**config.mk**
```make
export PLATFORM = sky130hd
export DESIGN_NAME = mem_access_unit_flat
export DESIGN_NICKNAME = d
export VERILOG_FILES = /design/src/rtl/minisys_mem_pkg.sv /design/src/rtl/mem_access_unit_if.sv /design/src/rtl/load_align.sv /design/src/rtl/mem_access_unit.sv /design/src/flat_wrapper.sv
export SDC_FILE = /design/constraint.sdc
export NUM_CORES = 1
export LEC_CHECK = 0
export BUFFER_PORTS_ARGS = -buffer_cell sky130_fd_sc_hd__buf_2
export CORE_MARGIN = 5
export CORE_UTILIZATION = 30
export CTS_CLUSTER_SIZE = 24
export DETAILED_ROUTE_END_ITERATION = 10
export GPL_TIMING_DRIVEN = 0
export HOLD_SLACK_MARGIN = 0.06
export PLACE_DENSITY = 0.62
export SLEW_MARGIN = 25
export SYNTH_ARGS = -nofsm -noshare
export SYNTH_HDL_FRONTEND = slang
export SYNTH_SLANG_ARGS = --single-unit
```
**constraint.sdc**
```tcl
create_clock -name clock -period 3.6 [get_ports clock]
set_input_delay 0.72 -clock clock [delete_from_list [all_inputs] [get_ports clock]]
set_output_delay 0.72 -clock clock [all_outputs]
set_load 0.02 [all_outputs]
```
**src/rtl/minisys_mem_pkg.sv**
```systemverilog
// Shared definitions for the MEM-stage load/store path: width encodings,
// FSM state encodings and the byte-lane helper functions.
package minisys_mem_pkg;

    localparam logic [1:0] WIDTH_BYTE = 2'b00;
    localparam logic [1:0] WIDTH_HALF = 2'b01;
    localparam logic [1:0] WIDTH_WORD = 2'b11;

    typedef enum logic [1:0] {
        IDLE = 2'd0,
        BUS  = 2'd1,
        DONE = 2'd2
    } state_t;

    // Little-endian byte enables; the reserved width 2'b10 behaves as a word.
    function automatic logic [3:0] byte_enable(input logic [1:0] width, input logic [1:0] addr_lo);
        logic [3:0] be;
        case (width)
            WIDTH_BYTE: be = 4'b0001 << addr_lo;
            WIDTH_HALF: be = 4'b0011 << {addr_lo[1], 1'b0};
            default:    be = 4'b1111;
        endcase
        return be;
    endfunction

    // Half needs 2-byte alignment, word (and reserved) needs 4-byte alignment.
    function automatic logic is_misaligned(input logic [1:0] width, input logic [1:0] addr_lo);
        logic mis;
        case (width)
            WIDTH_BYTE: mis = 1'b0;
            WIDTH_HALF: mis = addr_lo[0];
            default:    mis = (addr_lo != 2'b00);
        endcase
        return mis;
    endfunction

    // Store data is replicated across lanes so the byte enables pick the right one.
    function automatic logic [31:0] lane_replicate(input logic [1:0] width, input logic [31:0] wdata);
        logic [31:0] rep;
        case (width)
            WIDTH_BYTE: rep = {4{wdata[7:0]}};
            WIDTH_HALF: rep = {2{wdata[15:0]}};
            default:    rep = wdata;
        endcase
        return rep;
    endfunction

endpackage

```
**src/rtl/mem_access_unit_if.sv**
```systemverilog
// Data-memory / IO bus: req/ack handshake plus address, lanes and data.
interface mem_access_unit_if;
    logic        bus_req;
    logic        bus_we;
    logic        bus_io;
    logic [31:0] bus_addr;
    logic [3:0]  bus_be;
    logic [31:0] bus_wdata;
    logic [31:0] bus_rdata;
    logic        bus_ack;

    modport master (
        output bus_req, bus_we, bus_io, bus_addr, bus_be, bus_wdata,
        input  bus_rdata, bus_ack
    );

    modport slave (
        input  bus_req, bus_we, bus_io, bus_addr, bus_be, bus_wdata,
        output bus_rdata, bus_ack
    );
endinterface

```
**src/rtl/load_align.sv**
```systemverilog
// Selects the addressed lane of a 32-bit read word and sign/zero-extends it.
// Purely combinational so the IO read path can share it.
module load_align
    import minisys_mem_pkg::*;
(
    input  logic [31:0] i_rdata,
    input  logic [1:0]  i_addr_lo,
    input  logic [1:0]  i_width,
    input  logic        i_sign,
    output logic [31:0] o_load_data
);

    logic [7:0]  w_byte;
    logic [15:0] w_half;

    // Lane select followed by extension; words pass straight through.
    always_comb begin
        w_byte = i_rdata[{i_addr_lo, 3'b000} +: 8];
        w_half = i_rdata[{i_addr_lo[1], 4'b0000} +: 16];
        case (i_width)
            WIDTH_BYTE: o_load_data = {{24{i_sign & w_byte[7]}}, w_byte};
            WIDTH_HALF: o_load_data = {{16{i_sign & w_half[15]}}, w_half};
            default:    o_load_data = i_rdata;
        endcase
    end

endmodule

```
**src/rtl/mem_access_unit.sv**
```systemverilog
// MEM-stage load/store engine: turns EX/MEM access flags into one req/ack
// bus transaction, stalls the pipeline meanwhile, returns extended load
// data and reports misalignment and ack-timeout errors.
module mem_access_unit
    import minisys_mem_pkg::*;
#(
    parameter int TIMEOUT_CYCLES = 255,
    parameter int CNT_W          = 8
) (
    input  logic               clock,
    input  logic               reset,
    input  logic               flush,
    input  logic               mem_read,
    input  logic               mem_write,
    input  logic               io_read,
    input  logic               io_write,
    input  logic               mem_sign,
    input  logic [1:0]         mem_width,
    input  logic [31:0]        addr,
    input  logic [31:0]        wdata,
    mem_access_unit_if.master  bus,
    output logic               mem_stall,
    output logic [31:0]        load_data,
    output logic               load_valid,
    output logic               adel,
    output logic               ades,
    output logic               bus_err
);

    // Last counter value of the BUS window; leaving on it gives exactly
    // TIMEOUT_CYCLES cycles of bus_req.
    localparam logic [CNT_W-1:0] LP_CNT_LAST = CNT_W'(TIMEOUT_CYCLES - 1);

    state_t           r_state;
    logic [CNT_W-1:0] r_cnt;
    logic             r_req;
    logic             r_we;
    logic             r_io;
    logic [31:2]      r_addr_hi;
    logic [1:0]       r_addr_lo;
    logic [3:0]       r_be;
    logic [31:0]      r_wdata;
    logic [1:0]       r_width;
    logic             r_sign;
    logic             r_flushed;
    logic [31:0]      r_load_data;
    logic             r_load_valid;
    logic             r_adel;
    logic             r_ades;
    logic             r_bus_err;

    logic             w_access;
    logic             w_we;
    logic             w_io;
    logic             w_misaligned;
    logic [31:0]      w_align_data;

    // Decode the request: write beats read, IO beats memory.
    always_comb begin
        w_access     = mem_read | mem_write | io_read | io_write;
        w_we         = mem_write | io_write;
        w_io         = w_we ? io_write : io_read;
        w_misaligned = is_misaligned(mem_width, addr[1:0]);
    end

    load_align u_load_align (
        .i_rdata     (bus.bus_rdata),
        .i_addr_lo   (r_addr_lo),
        .i_width     (r_width),
        .i_sign      (r_sign),
        .o_load_data (w_align_data)
    );

    // Transaction FSM with registered bus, result and error-pulse outputs.
    always_ff @(posedge clock or negedge reset) begin
        if (!reset) begin
            r_state      <= IDLE;
            r_cnt        <= '0;
            r_req        <= 1'b0;
            r_we         <= 1'b0;
            r_io         <= 1'b0;
            r_addr_hi    <= '0;
            r_addr_lo    <= '0;
            r_be         <= '0;
            r_wdata      <= '0;
            r_width      <= '0;
            r_sign       <= 1'b0;
            r_flushed    <= 1'b0;
            r_load_data  <= '0;
            r_load_valid <= 1'b0;
            r_adel       <= 1'b0;
            r_ades       <= 1'b0;
            r_bus_err    <= 1'b0;
        end else begin
            r_load_valid <= 1'b0;
            r_adel       <= 1'b0;
            r_ades       <= 1'b0;
            r_bus_err    <= 1'b0;
            case (r_state)
                IDLE: begin
                    if (w_access && !flush) begin
                        if (w_misaligned) begin
                            r_adel <= ~w_we;
                            r_ades <= w_we;
                        end else begin
                            r_state   <= BUS;
                            r_req     <= 1'b1;
                            r_we      <= w_we;
                            r_io      <= w_io;
                            r_addr_hi <= addr[31:2];
                            r_addr_lo <= addr[1:0];
                            r_be      <= byte_enable(mem_width, addr[1:0]);
                            r_wdata   <= lane_replicate(mem_width, wdata);
                            r_width   <= mem_width;
                            r_sign    <= mem_sign;
                            r_cnt     <= '0;
                            r_flushed <= 1'b0;
                        end
                    end
                end
                BUS: begin
                    // A flush cannot cancel a live transaction, only its result.
                    if (flush) begin
                        r_flushed <= 1'b1;
                    end
                    if (bus.bus_ack) begin
                        r_req        <= 1'b0;
                        r_state      <= DONE;
                        r_load_data  <= w_align_data;
                        r_load_valid <= ~r_we & ~r_flushed & ~flush;
                    end else if (r_cnt == LP_CNT_LAST) begin
                        r_req     <= 1'b0;
                        r_bus_err <= 1'b1;
                        r_state   <= IDLE;
                    end else begin
                        r_cnt <= r_cnt + 1'b1;
                    end
                end
                DONE: begin
                    r_state <= IDLE;
                end
                default: begin
                    r_state <= IDLE;
                end
            endcase
        end
    end

    // Stall is raised in the request cycle itself so EX/MEM holds the access.
    always_comb begin
        mem_stall = reset &&
                    (((r_state == IDLE) && w_access && !flush && !w_misaligned) ||
                     (r_state == BUS));
    end

    assign bus.bus_req   = r_req;
    assign bus.bus_we    = r_we;
    assign bus.bus_io    = r_io;
    assign bus.bus_addr  = {r_addr_hi, 2'b00};
    assign bus.bus_be    = r_be;
    assign bus.bus_wdata = r_wdata;
    assign load_data     = r_load_data;
    assign load_valid    = r_load_valid;
    assign adel          = r_adel;
    assign ades          = r_ades;
    assign bus_err       = r_bus_err;

endmodule

```
**src/flat_wrapper.sv**
```systemverilog
// flat-port wrapper written by rule: the top's interface ports become plain ports
module mem_access_unit_flat import minisys_mem_pkg::*;
#(
    parameter int TIMEOUT_CYCLES = 255,
    parameter int CNT_W          = 8
)
  (clock, reset, flush, mem_read, mem_write, io_read, io_write, mem_sign, mem_width, addr, wdata, mem_stall, load_data, load_valid, adel, ades, bus_err, bus_bus_req, bus_bus_we, bus_bus_io, bus_bus_addr, bus_bus_be, bus_bus_wdata, bus_bus_rdata, bus_bus_ack);
  mem_access_unit_if bus_i ();
  input  logic clock;
  input  logic reset;
  input  logic flush;
  input  logic mem_read;
  input  logic mem_write;
  input  logic io_read;
  input  logic io_write;
  input  logic mem_sign;
  input  logic [1:0] mem_width;
  input  logic [31:0] addr;
  input  logic [31:0] wdata;
  output logic mem_stall;
  output logic [31:0] load_data;
  output logic load_valid;
  output logic adel;
  output logic ades;
  output logic bus_err;
  output wire logic [$bits(bus_i.bus_req)-1:0] bus_bus_req;
  output wire logic [$bits(bus_i.bus_we)-1:0] bus_bus_we;
  output wire logic [$bits(bus_i.bus_io)-1:0] bus_bus_io;
  output wire logic [$bits(bus_i.bus_addr)-1:0] bus_bus_addr;
  output wire logic [$bits(bus_i.bus_be)-1:0] bus_bus_be;
  output wire logic [$bits(bus_i.bus_wdata)-1:0] bus_bus_wdata;
  input wire logic [$bits(bus_i.bus_rdata)-1:0] bus_bus_rdata;
  input wire logic [$bits(bus_i.bus_ack)-1:0] bus_bus_ack;
  assign bus_bus_req = bus_i.bus_req;
  assign bus_bus_we = bus_i.bus_we;
  assign bus_bus_io = bus_i.bus_io;
  assign bus_bus_addr = bus_i.bus_addr;
  assign bus_bus_be = bus_i.bus_be;
  assign bus_bus_wdata = bus_i.bus_wdata;
  assign bus_i.bus_rdata = bus_bus_rdata;
  assign bus_i.bus_ack = bus_bus_ack;
  mem_access_unit #(.TIMEOUT_CYCLES(TIMEOUT_CYCLES), .CNT_W(CNT_W)) u_core (.clock(clock), .reset(reset), .flush(flush), .mem_read(mem_read), .mem_write(mem_write), .io_read(io_read), .io_write(io_write), .mem_sign(mem_sign), .mem_width(mem_width), .addr(addr), .wdata(wdata), .bus(bus_i), .mem_stall(mem_stall), .load_data(load_data), .load_valid(load_valid), .adel(adel), .ades(ades), .bus_err(bus_err));
endmodule
```
==> results of run 1 <==
[cells in the final DEF (no fill, tap or decap), types with 2 or more instances in the layout]
master,Yosys,routed
a21oi_1,43,43
a22oi_1,8,8
and3_1,2,2
buf_2,12,223
buf_4,8,8
buf_6,5,5
buf_8,1,2
bufinv_16,0,4
clkbuf_1,9,9
clkbuf_16,0,17
clkinv_4,0,4
clkinvlp_4,0,2
conb_1,1,2
dfrtp_1,121,121
ha_1,2,2
inv_1,7,7
inv_6,0,5
mux2_2,7,7
mux2i_1,29,29
mux4_2,7,7
nand2_1,198,198
nand2b_1,4,4
nand3_1,4,4
nor2_1,46,46
nor2b_1,2,2
nor3_1,4,4
nor4_1,2,2
o211ai_1,4,4
o21ai_0,45,45
o21ai_2,2,2
xor2_1,2,2
[state kept, by name, summed over array words and instances (netlist names)]
| register | count |
|---|---|
| u_core.bus.bus_wdata | 32 |
| u_core.load_data | 32 |
| u_core.r_addr_hi | 30 |
| u_core.r_cnt | 8 |
| u_core.bus.bus_be | 4 |
| u_core.r_addr_lo | 2 |
| u_core.r_state | 2 |
| u_core.r_width | 2 |
| u_core.adel | 1 |
| u_core.ades | 1 |
| u_core.bus.bus_io | 1 |
| u_core.bus.bus_req | 1 |
| u_core.bus.bus_we | 1 |
| u_core.bus_err | 1 |
| u_core.load_valid | 1 |
| u_core.r_flushed | 1 |
| u_core.r_sign | 1 |
[cells by family (layout without fill, tap and decap cells)]
| group | after synthesis | count (layout) | share of synthesized area |
|---|---|---|---|
| other cells | 1 | 2 | 0.000670 |
| flops | 121 | 121 | 0.541 |
| mux | 43 | 43 | 0.0941 |
| xor+xnor | 3 | 3 | 0.00469 |
| buf+inv | 43 | 288 | 0.0456 |
| compound gates | 111 | 111 | 0.116 |
| simple gates | 270 | 270 | 0.194 |
| fa+ha+maj | 2 | 2 | 0.00447 |
[area by class of cell]
class,count,area share
flip-flops and latches,121,0.397
multi-input cells,431,0.304
repair buffers,213,0.144
clock buffers,17,0.0557
well taps,234,0.0383
plain buffers,36,0.0300
clock inverters,15,0.0280
inverters,7,0.00344
[report_power, final]
part | total [mW] | leakage (nW) | internal (mW) | switching [mW]
logic | 2.01 | 2.15 | 0.704 | 1.31
clock network | 1.86 | 0.305 | 1.17 | 0.687
registers | 2.07 | 1.49 | 1.81 | 0.258
[layer usage]
| metal | GRT usage | part of all wire |
|---|---|---|
| met4 | 0.0513 | 0.014 |
| met2 | 0.266 | 0.46 |
| met1 | 0.218 | 0.45 |
| met5 | 0 | 0 |
| met3 | 0.0549 | 0.074 |
[final timing paths]
path,startpoint,to,slack [ns],cells after the start
setup / recovery,mem_write,mem_stall,0.77,6
hold / removal,reset,u_core.bus.bus_io$_DFFE_PN0P_,0.24,1
setup reg to reg,u_core.r_addr_lo[1]$_DFFE_PN0P_,u_core.load_data[20]$_DFFE_PN0P_,1.64,6
hold reg to reg,u_core.r_addr_hi[25]$_DFFE_PN0P_,u_core.r_addr_hi[25]$_DFFE_PN0P_,0.47,2
max in group asynchronous,reset,u_core.r_addr_hi[17]$_DFFE_PN0P_,2.69,2
min in group clock,u_core.r_addr_hi[25]$_DFFE_PN0P_,u_core.r_addr_hi[25]$_DFFE_PN0P_,0.47,2
[Yosys cell counts, types with 4 or more instances]
| master | count | share of area |
|---|---|---|
| mux2i_1 | 29 | 0.052 |
| buf_2 | 12 | 0.011 |
| inv_1 | 7 | 0.0047 |
| nand2b_1 | 4 | 0.0045 |
| buf_4 | 8 | 0.011 |
| o21ai_0 | 45 | 0.040 |
| dfrtp_1 | 121 | 0.54 |
| clkbuf_1 | 9 | 0.0060 |
| buf_6 | 5 | 0.010 |
| nor2_1 | 46 | 0.031 |
| nor3_1 | 4 | 0.0036 |
| nand2_1 | 198 | 0.13 |
| mux2_2 | 7 | 0.014 |
| a22oi_1 | 8 | 0.011 |
| nand3_1 | 4 | 0.0036 |
| o211ai_1 | 4 | 0.0054 |
| a21oi_1 | 43 | 0.038 |
| mux4_2 | 7 | 0.028 |
[worst max-delay path, cell delays in order]
cell    delay (ns)
buf_2         0.11
or4_4         0.53
and4_1        0.22
buf_6         0.15
o21a_1        0.20
buf_2         0.16
[through the flow]
step	cell area, µm²	setup slack, ns	power, mW	instances	hold slack, ns
floorplan	5600	1.04	3.31	595	0.410
global placement	6960	-0.522	4.10	1041	0.442
detailed placement	7000	0.779	4.13	1042	0.452
CTS	7630	0.771	6.02	1074	0.246
global route	7630	0.714	6.29	1074	0.251
finish	7630	0.774	5.95	1074	0.237
==> flow_summary_export.csv, run 1 <==
group,metric,value,unit
status,outcome,"complete, no violations",
floorplanning,fp.coreArea,0.0185,mm²
setup_path,cp_max_fo,6,
cts,cts_resized,0,
timing,worstMarginPinSlew,0.926,ns
timing,grt_setup_unrepaired,"false",
setup_path,cp-start-kind,"input pin",
route,wl_per_cell,16.6,µm
cts,ctsHoldBuffers,0,
cts,ctsLongestPathBuffers,2,
synth,synth_cell_types,45,
route,drc,0,
route,wl,17800,µm
final_layout,antenna_cells,0,
global_route,track_usage,0.168,
setup_path,worstSetupPathType,"in2out",
global_route,antenna_found_initial,0,
final_layout,nets,936,
global_route,grt_pass1_wl,28500,µm
synth,avgSynthCellArea,9.43,µm²
synth,ys_ff_latch,121,
placement,port_buffers,212,
global_route,grt_max_degree,65,
cts,cts_root_buf,"clkbuf_16",
placement,dp_hpwl,13200,µm
cts,path_clk_slew,0.06,ns
timing,slew_headroom,0.380,
route,vias,5038,
timing,clock.fmax,0.354,GHz
timing,skew,0.00773,ns
floorplanning,start_util,0.302,
final_layout,fillCellCount,1879,
cts,insertion_delay,0.42,ns
timing,layout_worst_path_cycle_share,0.785,
final_layout,multi_input_area,0.00232,mm²
floorplanning,placement_rows,50,
synth,synth-async-reset-ratio,1.00,
timing,final_hold_viol_count,0,
synth,synth_edf_count,0,
final_layout,postLayoutCoreUtil,0.412,
timing,setup_tns,0,ns
global_route,globalRoute.totalOverflow,0,
hold_path,hold_path_class,"in2async",
timing,finalMaxSlewViolations,0,
floorplanning,die_height,147,µm
setup_path,crit_required,2.88,ns
synth,yosys_warnings,0,
setup_path,end_kind,"primary output",
cts,cts_tree,"yes",
cts,clock_sinks,121,
power_and_ir_drop,ir_drop,0.000331,V
setup_path,arrival,2.11,ns
final_layout,regArea,0.00303,mm²
synth,synth_cells,594,
route,antenna_left,0,
power_and_ir_drop,p_per_area,779,mW/mm²
synth,ys_seq_area_frac,0.541,
floorplanning,die_w,147,µm
route,routed_via_density,4.69,
cts,cts_setup_buffers,0,
cts,cts_max_level,4,
placement,gp_congestion,0.795,
floorplanning,ios,215,
cts,cts_made_buffers,17,
final_layout,syn_to_final_growth,36.3,%
synth,ys.flop_type,"dfrtp_1",
run,maxCapViolCount,0,
timing,setup-violations-final,0,
final_layout,layout-drive-gt1-share,0.350,
floorplanning,die_area,0.0215,mm²
route,dr.pass1.iters,5,
timing,min_period,2.83,ns
global_route,grt_pass1_vias,5200,
power_and_ir_drop,power_leakage,3.95,nW
synth,netlist_area,0.00560,mm²
route,drtIter0Drc,204,
Note: power is estimated with default switching activity, not from simulation.
==> inputs of run 2 (changes only) <==
ABC_AREA = 1   (was unset)
PLACE_DENSITY = 0.64   (was 0.62)
clock period = 2.45 ns   (was 3.6 ns; I/O delays follow)
==> flow_summary_export.csv, run 2 <==
group,metric,value,unit
synth,synth_edf_count,0,
power_and_ir_drop,seqPwrFrac,0.356,
cts,cts_root_buf,"clkbuf_16",
hold_path,hold_path_class,"in2async",
power_and_ir_drop,power_leakage,4.32,nW
placement,dp_slack,0.333,ns
cts,insertion_delay,0.42,ns
timing,setup_ws,0.294,ns
final_layout,layout-drive-gt1-share,0.317,
power_and_ir_drop,comb_power_share,0.378,
power_and_ir_drop,pwr-share-clk,0.267,
synth,synth_area_leaders,"dfrtp_1 (51%), nand2_1 (19%), a21oi_1 (5.6%)",
status,outcome,"complete, no violations",
placement,port_buffers,210,
synth,ys_seq_area_frac,0.514,
synth,synth_xor_area_frac,0.00446,
final_layout,fillCellCount,2053,
final_layout,most-common-layout-cells,"nand2_1 (293), buf_2 (222), dfrtp_1 (121), a21oi_1 (66), inv_1 (49)",
synth,yosysMostFrequentCell,"nand2_1",
synth,synth_area_leader_cell,"dfrtp_1",
synth,ys.flop_type,"dfrtp_1",
floorplanning,start_util,0.303,
setup_path,end_kind,"primary output",
cts,cts_setup_buffers,0,
cts,ctsLongestPathBuffers,2,
cts,cts_tree,"yes",
final_layout,multi_input_area,0.00242,mm²
global_route,grt_pass1_vias,5669,
synth,synthAdderAreaFrac,0.00425,
route,drtIter0Drc,344,
cts,path_clk_slew,0.06,ns
run,maxCapViolCount,0,
synth,ys_ff_latch,121,
floorplanning,ios,215,
timing,final_hold_viol_count,0,
synth,synth-async-reset-ratio,1.00,
timing,slew_headroom,0.617,
synth,synth_top_family_by_area,"simple AND/OR/NAND/NOR gates",
setup_path,worstSetupPathType,"reg2out",
floorplanning,die_w,150,µm
setup_path,cp_max_fo,10,
power_and_ir_drop,p_per_area,1090,mW/mm²
synth,synth_cell_types,34,
setup_path,arrival,1.67,ns
timing,clock.fmax,0.464,GHz
global_route,grt_max_degree,66,
final_layout,design_area,0.00788,mm²
synth,avgSynthCellArea,7.94,µm²
power_and_ir_drop,ir_drop,0.000499,V
cts,cts_resized,0,
power_and_ir_drop,switching_share,0.406,
global_route,grt_pass1_wl,30600,µm
final_layout,nets,1082,
placement,dp_hpwl,14900,µm
global_route,globalRoute.totalOverflow,0,
synth,synth.top_cell.area_share,0.514,
timing,setup-violations-final,0,
synth,synth_compound_gate_area_share,0.129,
synth,synth_cells,741,
synth,muxShareOfSynthArea,0,
timing,grt_setup_unrepaired,"false",
timing,min_period,2.16,ns
floorplanning,die_area,0.0225,mm²
synth,netlist_area,0.00589,mm²
global_route,track_usage,0.177,
timing,skew,0.0119,ns
cts,cts_max_level,4,
power_and_ir_drop,p_int,5.10,mW
route,vias,5780,
floorplanning,placement_rows,51,
route,wl_per_cell,15.7,µm
timing,finalMaxSlewViolations,0,
final_layout,syn_to_final_growth,33.8,%
route,wl,19700,µm
cts,cts_made_buffers,17,
final_layout,regArea,0.00303,mm²
timing,layout_worst_path_cycle_share,0.880,
placement,gp_congestion,0.898,
route,routed_via_density,4.62,
floorplanning,fp.coreArea,0.0194,mm²
setup_path,crit_required,1.96,ns
cts,clock_sinks,121,
timing,worstMarginPinSlew,0.574,ns
route,antenna_left,0,
floorplanning,die_height,150,µm
synth,synth-simple-area-share,0.272,
final_layout,antenna_cells,0,
synth,yosys_warnings,0,
final_layout,final_common_cell,"nand2_1",
route,dr.pass1.iters,7,
setup_path,rrSetupSlack,0.82,ns
global_route,antenna_found_initial,2,
setup_path,cp-start-kind,"register",
route,drc,0,
synth,synth_commonest_cells,"nand2_1 (293), dfrtp_1 (121), a21oi_1 (66)",
placement,place_area,0.00731,mm²
power_and_ir_drop,power.switching,3.49,mW
run 2: cell types whose count changed after synthesis, sizes merged, moves of 4 or more:
cell,previous run,this run
or2,0,17
mux2,7,0
mux2i,29,0
mux4,7,0
inv,7,52
nand2b,4,0
nor2,46,20
a21oi,43,77
nand2,199,298
a22oi,8,0
o21ai,47,58
nand3,4,39
clkbuf,9,14
run 2: final timing paths:
| kind | start | end | cells after the start |
|---|---|---|---|
| setup / recovery | u_core.r_state[1]$_DFFE_PN0P_ | mem_stall | 7 |
| hold reg to reg | u_core.r_flushed$_DFFE_PN0P_ | u_core.load_valid$_DFF_PN0_ | 1 |
| setup reg to reg | u_core.r_state[1]$_DFFE_PN0P_ | u_core.load_data[17]$_DFFE_PN0P_ | 7 |
| hold / removal | reset | u_core.load_data[2]$_DFFE_PN0P_ | 2 |
| max in group asynchronous | reset | u_core.r_addr_hi[11]$_DFFE_PN0P_ | 2 |
| min in group clock | addr[3] | u_core.r_addr_hi[3]$_DFFE_PN0P_ | 3 |
run 2: cell families after synthesis:
logic type | count (synthesis)
other | 1
DFF | 121
adders and majority gates | 2
AOI/OAI and AO/OA | 141
xor gates and xnor gates | 3
and+or+nand+nor | 379
buffers and inverters | 94
run 2: layout make-up:
type | instances | share of cell area
clock buffers | 18 | 0.0557
inverters | 53 | 0.0253
multi-input cells | 527 | 0.307
repair buffers | 212 | 0.142
clock inverters | 14 | 0.0129
plain buffers | 41 | 0.0306
well taps | 265 | 0.0421
flip-flops and latches | 121 | 0.384
run 2: per-stage QoR:
step,std cells,hold WS [ns],utilization,setup TNS (ns),power (mW)
3_5_place_dp,1218,0.456,0.377,0,6.35
5_1_grt,1251,0.0950,0.406,0,9.20
2_1_floorplan,742,0.194,-,0,5.11
6_report,1251,0.0858,0.406,0,8.59
3_3_place_gp,1217,0.459,0.375,-99.10,6.29
4_1_cts,1251,0.0988,0.406,0,8.70
run 2: power groups by stage:
stage / logic, mW / clock network [mW] / registers, mW
2_1_floorplan: 1.30 / 0 / 3.81
3_3_place_gp: 3.22 / 0 / 3.07
3_5_place_dp: 3.27 / 0 / 3.07
4_1_cts: 3.29 / 2.36 / 3.06
5_1_grt: 3.60 / 2.45 / 3.15
6_report: 3.24 / 2.29 / 3.06
run 2: critical path, cell delays in order (launching register included):
cell,delay (ns)
dfrtp_1,0.37
inv_1,0.08
nand2_1,0.09
nor2_4,0.12
nand2_4,0.08
buf_6,0.16
a21boi_0,0.16
buf_2,0.20
run 2: timing repair:
item,in CTS,in global routing
endpoints found under the hold margin,56,0
endpoints found under the setup margin,0,0
hold buffers,1,0
run 2: per-layer routing:
| metal | up-vias | wire length [µm] | GRT usage |
|---|---|---|---|
| met4 | 2 | 413 | 0.0622 |
| met2 | 272 | 8720 | 0.269 |
| met5 | - | 13 | 0 |
| met1 | 2656 | 8360 | 0.229 |
| li1 | 2819 | - | - |
| met3 | 31 | 2170 | 0.0675 |
==> inputs of run 3 (changes only) <==
SYNTH_HIERARCHICAL = 1   (was unset)
==> flow_summary_export.csv, run 3 <==
group,metric,value,unit
final_layout,nets,1112,
setup_path,rrSetupSlack,0.95,ns
global_route,grt_pass1_wl,30500,µm
power_and_ir_drop,pwr-share-clk,0.291,
synth,synth_edf_count,0,
cts,insertion_delay,0.40,ns
power_and_ir_drop,p_int,5.52,mW
floorplanning,fp.coreArea,0.0200,mm²
route,routed_via_density,4.50,
power_and_ir_drop,power,8.94,mW
cts,cts_max_level,4,
synth,yosysMostFrequentCell,"nand2_1",
power_and_ir_drop,comb_power_share,0.368,
power_and_ir_drop,p_per_area,1100,mW/mm²
final_layout,fillCellCount,2154,
synth,ys_seq_area_frac,0.500,
final_layout,layout-drive-gt1-share,0.312,
placement,dp.cells,1252,
final_layout,most-common-layout-cells,"nand2_1 (416), buf_2 (217), dfrtp_1 (121), nand3_1 (33), o21ai_1 (28)",
floorplanning,start_util,0.302,
power_and_ir_drop,power_leakage,4.70,nW
setup_path,critical-path-top-delay-family,"flip-flops",
setup_path,cp_max_fo,10,
route,wl,18800,µm
synth,synth_area_leader_cell,"dfrtp_1",
setup_path,path_buf_inv,2,
global_route,track_usage,0.163,
route,drtIter0Drc,351,
power_and_ir_drop,switching_share,0.382,
synth,ys.flop_type,"dfrtp_1",
route,wl_per_cell,14.6,µm
placement,dp_hpwl,14100,µm
power_and_ir_drop,power.switching,3.42,mW
setup_path,arrival,1.70,ns
final_layout,postLayoutCoreUtil,0.406,
global_route,globalRoute.totalOverflow,0,
floorplanning,ios,215,
floorplanning,die_area,0.0231,mm²
run,maxCapViolCount,0,
timing,finalMaxSlewViolations,0,
synth,synth_cells,769,
floorplanning,placement_rows,52,
global_route,grt_pass1_vias,5756,
setup_path,worstSetupPathType,"reg2out",
floorplanning,die_height,152,µm
global_route,grt_max_degree,77,
route,dr.pass1.iters,4,
synth,ys_ff_latch,121,
placement,gp_congestion,0.867,
route,vias,5783,
final_layout,syn_to_final_growth,34.4,%
synth,yosys_warnings,6,
setup_path,worstPathCellList,"nor2_2 -> nand4_4 -> buf_6 -> a21boi_0 -> buf_2",
setup_path,crit_required,1.96,ns
timing,clock.fmax,0.456,GHz
setup_path,end_kind,"primary output",
cts,clock_sinks,121,
setup_path,cp-start-kind,"register",
hold_path,hold_path_class,"in2async",
cts,cts_setup_buffers,0,
power_and_ir_drop,seqPwrFrac,0.341,
setup_path,cp_slowest_cell,"dfrtp_1",
final_layout,final_common_cell,"nand2_1",
timing,skew,0.00775,ns
floorplanning,die_w,152,µm
synth,synth_commonest_cells,"nand2_1 (416), dfrtp_1 (121), nand3_1 (33)",
synth,synth_cell_types,33,
timing,grt_setup_unrepaired,"false",
timing,slew_headroom,0.608,
status,outcome,"complete, no violations",
timing,final_hold_viol_count,0,
timing,worstMarginPinSlew,0.588,ns
synth,synth_area_leaders,"dfrtp_1 (50%), nand2_1 (26%), nand3_2 (3.6%)",
synth,netlist_area,0.00606,mm²
cts,ctsLongestPathBuffers,2,
synth,synth-async-reset-ratio,1.00,
synth,synth.top_cell.area_share,0.500,
global_route,antenna_found_initial,2,
cts,cts_made_buffers,17,
cts,cts_tree,"yes",
timing,setup-violations-final,0,
route,antenna_left,0,
synth,avgSynthCellArea,7.88,µm²
final_layout,fin_cells,1285,
setup_path,critPathMaxStageDelay,0.39,ns
timing,min_period,2.19,ns
placement,port_buffers,211,
power_and_ir_drop,ir_drop,0.000384,V
cts,path_clk_slew,0.05,ns
route,drc,0,
cts,cts_root_buf,"clkbuf_16",
timing,holdWs,0.0796,ns
timing,layout_worst_path_cycle_share,0.894,
## run 3: cell count changes in the layout (fill, tap and decap cells not counted), sizes merged, moves of 7 or more
| cell | change |
|---|---|
| or2 | -15 |
| o211ai | +7 |
| a21oi | -61 |
| nor2 | +10 |
| nand3 | +16 |
| o21ai | -26 |
| inv | -26 |
| nand2 | +126 |
## run 3: cell families (layout without fill, tap and decap cells)
kind of cell             Yosys count  in the layout  synth area share
AO/OA/AOI/OAI                     60             60            0.0551
adder cells (fa/ha/maj)            2              2           0.00413
buffers and inverters             68            312            0.0690
flip-flops                       121            121             0.500
other                              1              3          0.000619
AND/OR/NAND/NOR                  517            517             0.371
## run 3: per-layer routing
metal / wire length [µm] / track usage / vias to the layer above / share of wire
met5: 7 / 0 / - / 0.00037
met4: 362 / 0.0484 / 2 / 0.019
met1: 8290 / 0.214 / 2670 / 0.44
met2: 8880 / 0.265 / 209 / 0.47
met3: 1240 / 0.0441 / 23 / 0.066
li1: - / - / 2879 / -
## run 3: path summary, 6_finish.rpt
check / start / depth (start not counted) / to
max reg2reg: u_core/r_addr_lo[1]$_DFFE_PN0P_ / 11 / u_core/load_data[13]$_DFFE_PN0P_
max in group asynchronous: reset / 3 / u_core/r_addr_hi[7]$_DFFE_PN0P_
min reg2reg: u_core/r_flushed$_DFFE_PN0P_ / 1 / u_core/load_valid$_DFF_PN0_
min: reset / 2 / u_core/load_data[10]$_DFFE_PN0P_
min in group clock: addr[27] / 3 / u_core/r_addr_hi[27]$_DFFE_PN0P_
max: u_core/r_state[0]$_DFFE_PN0P_ / 5 / mem_stall
## run 3: final cells by class
cell class	count	area (µm²)	area share
flip-flops and latches	121	3030	0.372
well taps	270	338	0.0415
clock buffers	22	464	0.0570
diodes	1	2.50	0.000307
multi-input cells	581	2620	0.321
inverters	28	113	0.0138
repair buffers	214	1130	0.139
clock inverters	8	145	0.0178
plain buffers	40	305	0.0375
## run 3: worst register-to-register path, stage by stage, from the launching register on
cell,delay (ns)
dfrtp_1,0.35
buf_4,0.18
inv_4,0.07
nand2_1,0.07
nand2_2,0.08
nand2_2,0.09
nand2_2,0.07
nand2_4,0.09
buf_6,0.18
nand3_2,0.09
nand2_1,0.08
nand2_1,0.05
## run 3: repair_timing
action,in CTS,in global routing
hold buffers,2,0
resized for setup,0,0
endpoints found under the hold margin,46,0
## run 3: through the flow
step,area [µm²],worst slack (ns),TNS (ns)
finish,8140,0.259,0
global route,8140,0.115,0
CTS,8140,0.190,0
detailed placement,7490,0.224,0
global placement,7460,-1.23,-103.84
floorplan,6060,0.377,0
## run 3: power by group through the flow
stage / clock network [mW] / logic (mW) / registers [mW]
2_1_floorplan: 0 / 1.34 / 3.81
3_3_place_gp: 0 / 3.27 / 3.08
3_5_place_dp: 0 / 3.32 / 3.07
4_1_cts: 2.69 / 3.34 / 3.06
5_1_grt: 2.77 / 3.62 / 3.15
6_report: 2.60 / 3.29 / 3.05
